[src/rtl/iob_skid_buf_pkg.sv]
// Shared definitions for valid/ready pipeline stages.
//   skid_state_t : occupancy state of a two-entry stage
//                  (ST_EMPTY = 0, ST_BUSY = 1, ST_FULL = 2)
//   STATE_W      : width of the encoded state
//   state_level  : maps a state to its occupancy count 0..2
package iob_skid_buf_pkg;

    localparam int STATE_W = 2;

    typedef enum logic [STATE_W-1:0] {
        ST_EMPTY = 2'd0,
        ST_BUSY  = 2'd1,
        ST_FULL  = 2'd2
    } skid_state_t;

    function automatic logic [1:0] state_level(input skid_state_t s);
        case (s)
            ST_BUSY: return 2'd1;
            ST_FULL: return 2'd2;
            default: return 2'd0;
        endcase
    endfunction

endpackage

[src/rtl/iob_reg.sv]
// Plain enabled register with asynchronous active-high reset.
//   clk_i   in  1       clock
//   arst_i  in  1       asynchronous reset, loads RST_VAL
//   cke_i   in  1       clock enable; 0 holds the stored value
//   data_i  in  DATA_W  next value
//   data_o  out DATA_W  stored value
module iob_reg #(
    parameter int                 DATA_W  = 1,
    parameter logic [DATA_W-1:0]  RST_VAL = '0
) (
    input  logic              clk_i,
    input  logic              arst_i,
    input  logic              cke_i,
    input  logic [DATA_W-1:0] data_i,
    output logic [DATA_W-1:0] data_o
);

    always_ff @(posedge clk_i or posedge arst_i) begin
        if (arst_i) begin
            data_o <= RST_VAL;
        end else if (cke_i) begin
            data_o <= data_i;
        end
    end

endmodule

[src/rtl/iob_skid_buf.sv]
// Two-entry valid/ready skid buffer with registered outputs in both directions.
// in_ready_o is decoded from the state register only, so there is no
// combinational path from out_ready_i to in_ready_o.
//
// Handshake: a word moves across an interface on a rising clk_i edge where
// cke_i=1 and both valid and ready are 1. A producer holding valid=1 keeps
// its word offered until it is taken; out_data_o is held stable while
// out_valid_o=1 and out_ready_i=0.
//
//   clk_i        in   1       clock
//   arst_i       in   1       asynchronous reset, active-high
//   cke_i        in   1       clock enable; 0 freezes all state
//   flush_i      in   1       synchronous clear (only when cke_i=1)
//   in_valid_i   in   1       upstream data valid
//   in_data_i    in   DATA_W  upstream payload
//   in_ready_o   out  1       buffer can accept (registered)
//   out_valid_o  out  1       out_data_o holds valid data (registered)
//   out_data_o   out  DATA_W  payload at head of buffer (registered)
//   out_ready_i  in   1       downstream accepts
//   level_o      out  2       occupancy 0..2
//   state_o      out  2       current FSM state (debug)
module iob_skid_buf
    import iob_skid_buf_pkg::*;
#(
    parameter int                DATA_W  = 32,
    parameter logic [DATA_W-1:0] RST_VAL = '0
) (
    input  logic              clk_i,
    input  logic              arst_i,
    input  logic              cke_i,
    input  logic              flush_i,
    input  logic              in_valid_i,
    input  logic [DATA_W-1:0] in_data_i,
    output logic              in_ready_o,
    output logic              out_valid_o,
    output logic [DATA_W-1:0] out_data_o,
    input  logic              out_ready_i,
    output logic [1:0]        level_o,
    output logic [1:0]        state_o
);

    logic [STATE_W-1:0] state_q;
    logic [STATE_W-1:0] state_bits_d;
    skid_state_t        state;
    skid_state_t        state_d;
    logic [DATA_W-1:0]  main_q;
    logic [DATA_W-1:0]  main_d;
    logic [DATA_W-1:0]  skid_q;
    logic [DATA_W-1:0]  skid_d;
    logic               in_acc;
    logic               out_acc;

    assign state        = skid_state_t'(state_q);
    assign state_bits_d = state_d;

    assign out_valid_o = (state != ST_EMPTY);
    assign in_ready_o  = (state != ST_FULL);
    assign level_o     = state_level(state);
    assign state_o     = state_q;
    assign out_data_o  = main_q;

    assign in_acc  = cke_i & in_valid_i & in_ready_o;
    assign out_acc = cke_i & out_valid_o & out_ready_i;

    always_comb begin
        state_d = state;
        main_d  = main_q;
        skid_d  = skid_q;
        case (state)
            ST_EMPTY: begin
                if (in_acc) begin
                    main_d  = in_data_i;
                    state_d = ST_BUSY;
                end
            end
            ST_BUSY: begin
                if (in_acc && out_acc) begin
                    main_d = in_data_i;
                end else if (in_acc) begin
                    // Downstream stalled: park the new word behind the head.
                    skid_d  = in_data_i;
                    state_d = ST_FULL;
                end else if (out_acc) begin
                    // main keeps its stale value; out_valid_o masks it.
                    state_d = ST_EMPTY;
                end
            end
            ST_FULL: begin
                if (out_acc) begin
                    main_d  = skid_q;
                    state_d = ST_BUSY;
                end
            end
            default: begin
                state_d = ST_EMPTY;
            end
        endcase
        // Flush wins over any same-cycle transfer; the registers only load
        // it when cke_i=1, which gives the "only with clock enable" rule.
        if (flush_i) begin
            state_d = ST_EMPTY;
            main_d  = RST_VAL;
            skid_d  = RST_VAL;
        end
    end

    iob_reg #(.DATA_W(STATE_W), .RST_VAL(ST_EMPTY)) u_state_reg (
        .clk_i  (clk_i),
        .arst_i (arst_i),
        .cke_i  (cke_i),
        .data_i (state_bits_d),
        .data_o (state_q)
    );

    iob_reg #(.DATA_W(DATA_W), .RST_VAL(RST_VAL)) u_main_reg (
        .clk_i  (clk_i),
        .arst_i (arst_i),
        .cke_i  (cke_i),
        .data_i (main_d),
        .data_o (main_q)
    );

    iob_reg #(.DATA_W(DATA_W), .RST_VAL(RST_VAL)) u_skid_reg (
        .clk_i  (clk_i),
        .arst_i (arst_i),
        .cke_i  (cke_i),
        .data_i (skid_d),
        .data_o (skid_q)
    );

endmodule

[config.mk]
export PLATFORM = sky130hd
export DESIGN_NAME = iob_skid_buf
export DESIGN_NICKNAME = d
export VERILOG_FILES = /design/src/rtl/iob_skid_buf_pkg.sv /design/src/rtl/iob_reg.sv /design/src/rtl/iob_skid_buf.sv
export SDC_FILE = /design/constraint.sdc
export NUM_CORES = 1
export LEC_CHECK = 0
export BUFFER_PORTS_ARGS = -buffer_cell sky130_fd_sc_hd__buf_2
export CAP_MARGIN = 15
export CORE_MARGIN = 4
export CORE_UTILIZATION = 45
export CTS_BUF_LIST = sky130_fd_sc_hd__clkbuf_2
export DETAILED_ROUTE_END_ITERATION = 8
export PLACE_DENSITY = 0.75
export SLEW_MARGIN = 20
export SYNTH_ARGS = -nofsm -noshare
export SYNTH_HDL_FRONTEND = slang
export SYNTH_HIERARCHICAL = 1
export SYNTH_SLANG_ARGS = --single-unit
[constraint.sdc]
create_clock -name clk_i -period 2.45 [get_ports clk_i]
set_clock_uncertainty 0.2 [all_clocks]
set_input_delay 0.49 -clock clk_i [delete_from_list [all_inputs] [get_ports clk_i]]
set_output_delay 0.49 -clock clk_i [all_outputs]
set_load 0.005 [all_outputs]
==> results.cfg <==
[setup_path]
crit_start = u_state_reg/data_o[0]
cp-end-kind = output pin
cp_data_arrival_time_ns = 1.63
slowest_stage = dfrtp_2
critical_path.max_fanout = 19
startpoint_type = register
path_delay_family = flip-flops
cpPeakStageDelay_ns = 0.54
worstPathCellList = nor2_4 > clkinv_1 > buf_4 > buf_2
critPathBufInv = 3
r2r_start = u_state_reg/data_o[1]
crit_type = register to output pin
crit_required_ns = 1.76

[placement]
place_ws_ns = 0.08928
place.gp.congestion = 0.7831
io_buffer_count = 75
hpwl_microns = 7851

[timing]
rsz0062_at_grt = no
worstMarginPinSlew_ns = 0.5755
tns_ns = 0
finalMaxSlewViolations = 0
setup_ws_ns = 0.1268
hold_viol = 0
min_period_ns = 2.323
setup_violations = 0
maxClockFrequency_ghz = 0.4304
relSlewSlack_pct = 61.59
fin_crit_sh_pct = 94.82

[power]
powerDensity_nw_per_um2 = 488.2
vdd_ir_drop_max_uv = 232.0
p_leak_nw = 2.522

[clock_tree]
root_buffer = clkbuf_2
cts_buffers = 9
clk_latency_ns = 0.51
cts_sinks = 66
clk_pin_slew_ns = 0.18
cts_tree = built
htreeDepth = 3
clockBufferDepth = 2

[detailed_routing]
antenna_left = 0
num_vias = 3754
drtIter0Drc = 233
wire_per_inst_microns = 18.15
viasPerCell = 5.705
drcViolationCount = 0
first_pass_iters = 4
wirelength_microns = 11940

[logic_synthesis]
synth_top_family_by_area = multiplexers
yosysWarnings = 6
muxShareOfSynthArea_pct = 29.24
netlist_instances = 453
synth_fa_ha_area_share_pct = 0
syn_area_sq_um = 4647
async_reset_ff_share_pct = 100.0
syn_area_per_cell_sq_um = 10.26
synth_compound_gate_area_share_pct = 15.16
ys_ff_latch = 66
synth_top_flop_cell = dfrtp_1
synth_xor_area_share_pct = 0
synth-edff-count = 0
synth_cell_types = 35
seq_area_frac_synth_pct = 35.54
yosys.area_share.simple_pct = 12.90
synth_nets = 491

[grt]
grt_antenna_before_repair = 0
globalRoute.totalOverflow = 0
grt_pass1_wl_microns = 19910
grt_max_degree = 67
grt_pass1_vias = 3835
track_usage_pct = 21.03

[floorplan]
fp.dieW_microns = 109.6
fp.dieH_microns = 109.6
floorplan.initialDensity_pct = 46.89
die-area_sq_um = 12020
row_count = 36
core_sq_um = 9910
io_pins = 76

[finish]
nNetsFinal = 558
drive_gt1_share_pct = 35.43
diodes = 0
most-common-layout-cells = buf_2, nand2_1, dfrtp_1
final_util_pct = 52.73
area_growth_pct = 12.44
final_common_cell = buf_2

[min_path]
hold_start = cke_i
hold_class = primary input to register

[status]
outcome = complete, no violations

[flow_run]
drv_cap = 0
[area by class of cell]
type / instances / area [sq um]
fill: 887 / 4684
sequential: 66 / 1654
tap: 133 / 166.4
inverter: 6 / 22.52
clock buffer: 9 / 45.04
timing repair buffer: 98 / 578.1
clock inverter: 7 / 83.83
multi-input combinational: 339 / 2675
[worst register-to-register path: stages (launching register included)]
cell	delay, ns
dfrtp_2	0.48
buf_4	0.18
nor2b_2	0.15
and3b_1	0.43
buf_4	0.29
nand2_1	0.08
a21oi_1	0.17
mux2_4	0.18
[synthesized netlist by cell type (all sizes together) (2+ instances only)]
| cell | instances | share of area (%) |
|---|---|---|
| nand3 | 15 | 1.6 |
| a22o | 7 | 1.3 |
| inv | 4 | 0.32 |
| nor2 | 22 | 1.8 |
| mux2 | 66 | 21 |
| buf | 20 | 4.9 |
| dfrtp | 66 | 36 |
| clkbuf | 22 | 1.8 |
| a31oi | 8 | 1.1 |
| mux2i | 39 | 8.4 |
| or2 | 2 | 0.27 |
| nand2 | 68 | 5.5 |
| a2111oi | 18 | 3.7 |
| a21oi | 36 | 3.9 |
| and3 | 17 | 2.3 |
| a22oi | 7 | 1.1 |
| a211oi | 24 | 3.9 |
| clkinv | 2 | 0.16 |
| and2 | 2 | 0.32 |
[stage by stage]
stage,hold WS [ns],power (mW),instance area (sq um),std cells
2_1_floorplan,0.03118,1.644,4647,453
3_5_place_dp,0.1633,1.827,5064,640
4_1_cts,0.06495,2.569,5213,658
3_3_place_gp,0.1596,1.807,5064,640
6_report,0.1003,2.551,5225,658
5_1_grt,0.06974,2.682,5225,658
[report_power, final]
| part | internal (mW) | leakage, nW | switching, mW |
|---|---|---|---|
| clock | 0.326 | 0.0744 | 0.412 |
| sequential | 1.15 | 0.903 | 0.0841 |
| combinational | 0.295 | 1.55 | 0.279 |
[worst paths after layout]
kind / to / slack, ns / cells past startpoint
min in group asynchronous: u_state_reg/data_o[1] / 0.17 / 3
max in group asynchronous: u_skid_reg/data_o[10] / 1.31 / 4
worst max register to register: u_skid_reg/data_o[2] / 0.23 / 7
worst min register to register: u_skid_reg/data_o[12] / 0.35 / 1
worst max-delay path: in_ready_o / 0.13 / 4
worst min-delay path: u_state_reg/data_o[0] / 0.10 / 2
[flip-flops by register name, summed over array words and instances (netlist names)]
name and flops:
u_main_reg/data_o 32, u_state_reg/data_o 2, u_skid_reg/data_o 32
[routing by layer]
metal  vias up  global-route usage [%]  part of all wire, %
met5         -                       0                    0
met4         0                   8.192                  1.2
met3        10                   3.406                  5.8
met2        99                   32.61                   48
met1      1856                   29.39                   45
li1       1789                       -                    -
[cell families (layout without fill, tap and decap cells)]
kind of cell,Yosys count,after routing
buffers and inverters,48,120
multiplexers,105,105
AND/OR/NAND/NOR,133,133
flip-flops,66,66
AO/OA/AOI/OAI,101,101
[what timing repair did]
action / in CTS / in global routing
endpoints found under the hold margin: 66 / 0
cloned: 0 / 0
setup endpoints to repair: 2 / 3
hold buffers: 1 / 0
buffers inserted: 1 / 0
gates resized for setup: 2 / 4
Note: power is estimated with default switching activity, not from simulation.
